## src/rtl/mem_lsu.sv

```systemverilog
// Memory-access pipeline stage: issues one load/store per instruction on a split
// address/data handshake bus, aligns load data and registers the MEM/WB fields.
module mem_lsu #(
    parameter int ALE_BIT = 8
) (
    input  logic        clk,
    input  logic        rst,
    input  logic        flush,
    input  logic        mem_inst_valid_i,
    input  logic [31:0] mem_inst_pc_i,
    input  logic [4:0]  mem_wd_i,
    input  logic        mem_wreg_i,
    input  logic [31:0] mem_wdata_i,
    input  logic [3:0]  mem_op_i,
    input  logic [31:0] mem_addr_i,
    input  logic [31:0] mem_reg2_i,
    input  logic        excp_i,
    input  logic [9:0]  excp_num_i,
    output logic        data_req,
    output logic        data_we,
    output logic [31:0] data_addr,
    output logic [3:0]  data_wstrb,
    output logic [31:0] data_wdata,
    input  logic        data_addr_ok,
    input  logic        data_data_ok,
    input  logic [31:0] data_rdata,
    output logic        stallreq,
    output logic        wb_inst_valid,
    output logic [31:0] wb_inst_pc,
    output logic [4:0]  wb_wd,
    output logic        wb_wreg,
    output logic [31:0] wb_wdata,
    output logic        excp_o,
    output logic [9:0]  excp_num_o
);

    typedef enum logic [1:0] {
        S_IDLE  = 2'd0,
        S_WAIT  = 2'd1,
        S_DRAIN = 2'd2
    } state_t;

    localparam logic [9:0] ALE_MASK = 10'd1 << ALE_BIT;

    state_t      r_state;
    state_t      w_nextState;

    logic        w_isLoad;
    logic        w_isStore;
    logic        w_isHalf;
    logic        w_isWord;
    logic        w_isSigned;
    logic        w_mis;
    logic        w_acc;
    logic        w_ale;
    logic [7:0]  w_byte;
    logic [15:0] w_half;
    logic [31:0] w_loadData;
    logic [31:0] w_wbData;

    always_comb begin
        w_isLoad   = 1'b0;
        w_isStore  = 1'b0;
        w_isHalf   = 1'b0;
        w_isWord   = 1'b0;
        w_isSigned = 1'b0;
        case (mem_op_i)
            4'd1: begin w_isLoad = 1'b1; w_isSigned = 1'b1; end
            4'd2: begin w_isLoad = 1'b1; w_isSigned = 1'b1; w_isHalf = 1'b1; end
            4'd3: begin w_isLoad = 1'b1; w_isWord = 1'b1; end
            4'd4: w_isLoad = 1'b1;
            4'd5: begin w_isLoad = 1'b1; w_isHalf = 1'b1; end
            4'd6: w_isStore = 1'b1;
            4'd7: begin w_isStore = 1'b1; w_isHalf = 1'b1; end
            4'd8: begin w_isStore = 1'b1; w_isWord = 1'b1; end
            default: ;
        endcase
    end

    assign w_mis = (w_isHalf & mem_addr_i[0]) | (w_isWord & (mem_addr_i[1:0] != 2'b00));
    assign w_acc = mem_inst_valid_i & (w_isLoad | w_isStore) & ~excp_i & ~w_mis;
    assign w_ale = mem_inst_valid_i & (w_isLoad | w_isStore) & w_mis;

    // Store lanes are replicated so the strobes alone select the written bytes.
    always_comb begin
        data_we    = w_isStore;
        data_addr  = mem_addr_i;
        data_wstrb = 4'b0000;
        data_wdata = mem_reg2_i;
        case (mem_op_i)
            4'd6: begin
                data_wstrb = 4'b0001 << mem_addr_i[1:0];
                data_wdata = {4{mem_reg2_i[7:0]}};
            end
            4'd7: begin
                data_wstrb = mem_addr_i[1] ? 4'b1100 : 4'b0011;
                data_wdata = {2{mem_reg2_i[15:0]}};
            end
            4'd8: data_wstrb = 4'b1111;
            default: ;
        endcase
    end

    assign w_byte = data_rdata[{mem_addr_i[1:0], 3'b000} +: 8];
    assign w_half = data_rdata[{mem_addr_i[1], 4'b0000} +: 16];

    always_comb begin
        if (w_isWord)
            w_loadData = data_rdata;
        else if (w_isHalf)
            w_loadData = {{16{w_isSigned & w_half[15]}}, w_half};
        else
            w_loadData = {{24{w_isSigned & w_byte[7]}}, w_byte};
    end

    assign w_wbData = (w_isLoad & w_acc) ? w_loadData : mem_wdata_i;

    always_ff @(posedge clk or posedge rst) begin
        if (rst)
            r_state <= S_IDLE;
        else
            r_state <= w_nextState;
    end

    // A response arriving together with a flush in WAIT is simply consumed; the
    // flush already kills the write-back, so there is nothing left to drain.
    always_comb begin
        w_nextState = r_state;
        data_req    = 1'b0;
        stallreq    = 1'b0;
        case (r_state)
            S_IDLE: begin
                data_req = w_acc & ~flush;
                stallreq = w_acc & ~flush & ~(data_addr_ok & data_data_ok);
                if (data_req & data_addr_ok & ~data_data_ok)
                    w_nextState = S_WAIT;
            end
            S_WAIT: begin
                stallreq = ~data_data_ok & ~flush;
                if (data_data_ok)
                    w_nextState = S_IDLE;
                else if (flush)
                    w_nextState = S_DRAIN;
            end
            S_DRAIN: begin
                stallreq = w_acc;
                if (data_data_ok)
                    w_nextState = S_IDLE;
            end
            default: w_nextState = S_IDLE;
        endcase
    end

    // Bubbles also clear the exception fields so a stalled cycle never re-raises
    // the previous instruction's exception in WB.
    always_ff @(posedge clk or posedge rst) begin
        if (rst) begin
            wb_inst_valid <= 1'b0;
            wb_inst_pc    <= 32'd0;
            wb_wd         <= 5'd0;
            wb_wreg       <= 1'b0;
            wb_wdata      <= 32'd0;
            excp_o        <= 1'b0;
            excp_num_o    <= 10'd0;
        end else if (flush) begin
            wb_inst_valid <= 1'b0;
            wb_wreg       <= 1'b0;
            excp_o        <= 1'b0;
            excp_num_o    <= 10'd0;
        end else if (!stallreq) begin
            wb_inst_valid <= mem_inst_valid_i;
            wb_inst_pc    <= mem_inst_pc_i;
            wb_wd         <= mem_wd_i;
            wb_wreg       <= mem_wreg_i;
            wb_wdata      <= w_wbData;
            excp_o        <= excp_i | w_ale;
            excp_num_o    <= excp_num_i | (w_ale ? ALE_MASK : 10'd0);
        end else begin
            wb_inst_valid <= 1'b0;
            wb_wreg       <= 1'b0;
            excp_o        <= 1'b0;
            excp_num_o    <= 10'd0;
        end
    end

endmodule

```

## config.mk

```make
export PLATFORM = sky130hd
export DESIGN_NAME = mem_lsu
export DESIGN_NICKNAME = d
export VERILOG_FILES = /design/src/rtl/mem_lsu.sv
export SDC_FILE = /design/constraint.sdc
export NUM_CORES = 1
export LEC_CHECK = 0
export BUFFER_PORTS_ARGS = -buffer_cell sky130_fd_sc_hd__buf_2
export CAP_MARGIN = 20
export CORE_AREA = 2 2 132 134
export DETAILED_ROUTE_END_ITERATION = 10
export DIE_AREA = 0 0 134 136
export GPL_TIMING_DRIVEN = 1
export PLACE_DENSITY = 0.71
export SLEW_MARGIN = 20
export SYNTH_ARGS = -nofsm -noshare
export SYNTH_HDL_FRONTEND = slang
export SYNTH_SLANG_ARGS = --single-unit
```

## constraint.sdc

```tcl
create_clock -name clk -period 4.19 [get_ports clk]
set_input_delay 0.838 -clock clk [delete_from_list [all_inputs] [get_ports clk]]
set_output_delay 0.838 -clock clk [all_outputs]
set_load 0.01 [all_outputs]
```

==> out/qor.txt <==
Outcome: completed
Kind of critical path: input pin to output pin
Drt drc: 0
Cell family with most CP delay: simple AND/OR/NAND/NOR gates
Total number of vias: 4852
RSZ-0062 raised after global routing: no
Worst VDD drop: 0.000238 V
F_max: 284 MHz
Total wire length: 17500 um
PD cells: 344 mW/mm2
CP Capture Type: output pin
Slew Viols, Final: 0
Syn_nets: 763
Max_cap viols: 0
Fillcell total: 1760
Crit path DAT: 2.69 ns
DP HPWL: 14000 um
Ratio of cells with drive above 1 in the final layout: 41.3%
Min-delay worst type: flip-flop to flip-flop
TritonCTS Buffers: 9
First-pass GRT wire length: 25800 um
Sequential area share after synthesis: 42.6%
Synth cell types: 48
Initial core utilization: 29.2%
Setup TNS: 0 ns
CTS root buffer: clkbuf_16
Worst-path fanout max: 20
Post-Syn Area per Cell: 8.56 um2
H-Tree Depth: 3
Post-route clock skew: 0.00966 ns
Rows: 48
Clock share of power: 33.5%
Final worst-path cycle share: 84.1%
Number of global-route vias before repair: 4523
# resized after CTS: 0
Initial DRC count: 173
#FFs+latches synth: 84
EDFF count, synth: 0
Die ar.: 0.0182 mm2
Total power: 0.00222 W
Crit-path cells: buf_2 -> nor3_2 -> mux2_4 -> nor3_1 -> o21ai_0 -> o21ai_0 -> buf_2
Postcts setup bufs: 0
Bufs and invs on worst path: 2
Most common cell after layout, fill and taps aside: buf_2
Primary FF master, synth: dfrtp_1
I/O pins: 340
Slew HR: 50.5%
Core area: 0.0169 mm2
Logic pwr share: 24.2%
GR Overflow Total: 0
# setup viols final: 0
CTS max path bufs: 2
Leakage: 3.44 nW
Slowest cell on the critical path: mux2_4
Num Clock Sinks: 84
Nets@finish: 989
Initial antenna violation count: 0
Clock Pin Slew Worst Setup and Hold Paths: 0.07 ns
Max stage delay on crit path: 0.37 ns
Seq pwr share: 42.2%
FFs w/ async S/R, synth: 100%
# hold bufs at CTS: 0
Area grow syn2layout: 31.2%
Mean number of vias per cell: 4.70
Die H: 136 um
CTS tree: yes
Worst-Margin Slew: 0.743 ns
Synthesized area: 0.00493 mm2
Routed Antenna Nets: 0
Setup crit start kind: input pin
RePlAce Congestion: 0.804
DR WL/cell: 16.9 um
Internal power: 0.00153 W
Switch share: 31.2%
IO Port Bufs: 279
Router iterations before antenna repair: 4
Largest net degree at the start of global routing: 66
Die width: 134 um
Worst-Skew Late Latency: 0.34 ns
Yosys Warn Count: 0
Most frequent cells in the layout: buf_2, nand2_1, dfrtp_1
Tmin final: 3.52 ns
Gr usage total: 18.5%
Synthesized instance count: 576
Critical path required time: 3.35 ns
Switching power: 0.000694 W
Fin. Hold Viols: 0
## cell usage after synthesis (all sizes together) (2+ instances only)
library cell,instances,area (um2)
buf,69,519
a211oi,15,113
nand3,2,10.0
nand2b,3,18.8
nor4b,3,47.5
a21oi,24,124
dfrtp,84,2100
inv,3,11.3
and2,11,68.8
nor4,2,12.5
nor3,3,20.0
mux2,11,128
a21o,3,22.5
o211ai,16,120
nor3b,3,27.5
nor2,49,184
nor2b,3,18.8
o21ai,14,70.1
o31ai,26,200
and3b,2,17.5
nand2,183,694
clkbuf,9,33.8
a31oi,9,56.3
mux2i,16,160
## power by group through the flow
stage               Sequential (W)  Clock (W)  Combinational (W)
global placement          0.000951          0           0.000537
finish                    0.000939   0.000746           0.000539
global route              0.000950   0.000810           0.000592
floorplan                 0.000997          0           0.000278
detailed placement        0.000955          0           0.000543
CTS                       0.000940   0.000774           0.000545
## tightest hold or removal path: cells and delay by family (launching register included)
kind | cells | cell delay (ns)
AND/OR/NAND/NOR | 2 | 0.10
flip-flops | 1 | 0.34
## stage by stage
step | utilization (%) | instances | setup slack (ns) | area (um2) | hold WS, ns
floorplan | - | 576 | 1.01 | 4930 | 0.470
global placement | 36.7 | 1016 | 0.742 | 6190 | 0.453
detailed placement | 36.7 | 1016 | 0.733 | 6190 | 0.456
CTS | 38.3 | 1031 | 0.734 | 6460 | 0.473
global route | 38.3 | 1031 | 0.640 | 6460 | 0.490
finish | 38.3 | 1033 | 0.666 | 6470 | 0.470
## kinds of logic (layout without fill, tap and decap cells)
family	Yosys count	count (layout)	share of synthesized area, %
buf+inv	82	312	11.5
xor+xnor	1	1	0.178
other cells	0	2	0
flops	84	84	42.6
compound gates	113	113	16.0
mux	28	28	6.29
simple gates	268	268	23.3
## state kept, by name, indices dropped and copies added, names as in the netlist
register	count
wb_inst_pc	32
wb_wdata	32
excp_num_o	10
wb_wd	5
r_state	2
excp_o	1
wb_inst_valid	1
wb_wreg	1
## routing by layer
layer / vias up / wire, um / track usage (%)
met1: 2243 / 6850 / 21.1
met3: 41 / 992 / 3.13
met4: 0 / 558 / 7.92
met2: 203 / 9100 / 34.0
li1: 2365 / - / -
met5: - / 0 / 0
## final timing paths
check | cells past startpoint | startpoint | slack [ns] | to
setup / recovery | 7 | mem_op_i[0] | 0.67 | stallreq
hold / removal | 2 | wb_inst_pc[28] | 0.47 | wb_inst_pc[28]
setup reg to reg | 7 | r_state[1] | 2.14 | wb_wdata[11]
hold reg to reg | 2 | wb_inst_pc[28] | 0.47 | wb_inst_pc[28]
max in group asynchronous | 3 | rst | 2.82 | wb_wdata[22]
min in group asynchronous | 2 | rst | 0.65 | wb_inst_pc[3]
## area by class of cell
type	count	area, um2	area share [%]
clock buffers	9	225	3.48
inverters	4	17.5	0.271
repair buffers	293	1510	23.4
flip-flops and latches	84	2100	32.5
diodes	2	5.00	0.0774
well taps	225	282	4.35
multi-input cells	410	2270	35.1
clock inverters	6	48.8	0.755
Note: power is estimated with default switching activity, not from simulation.
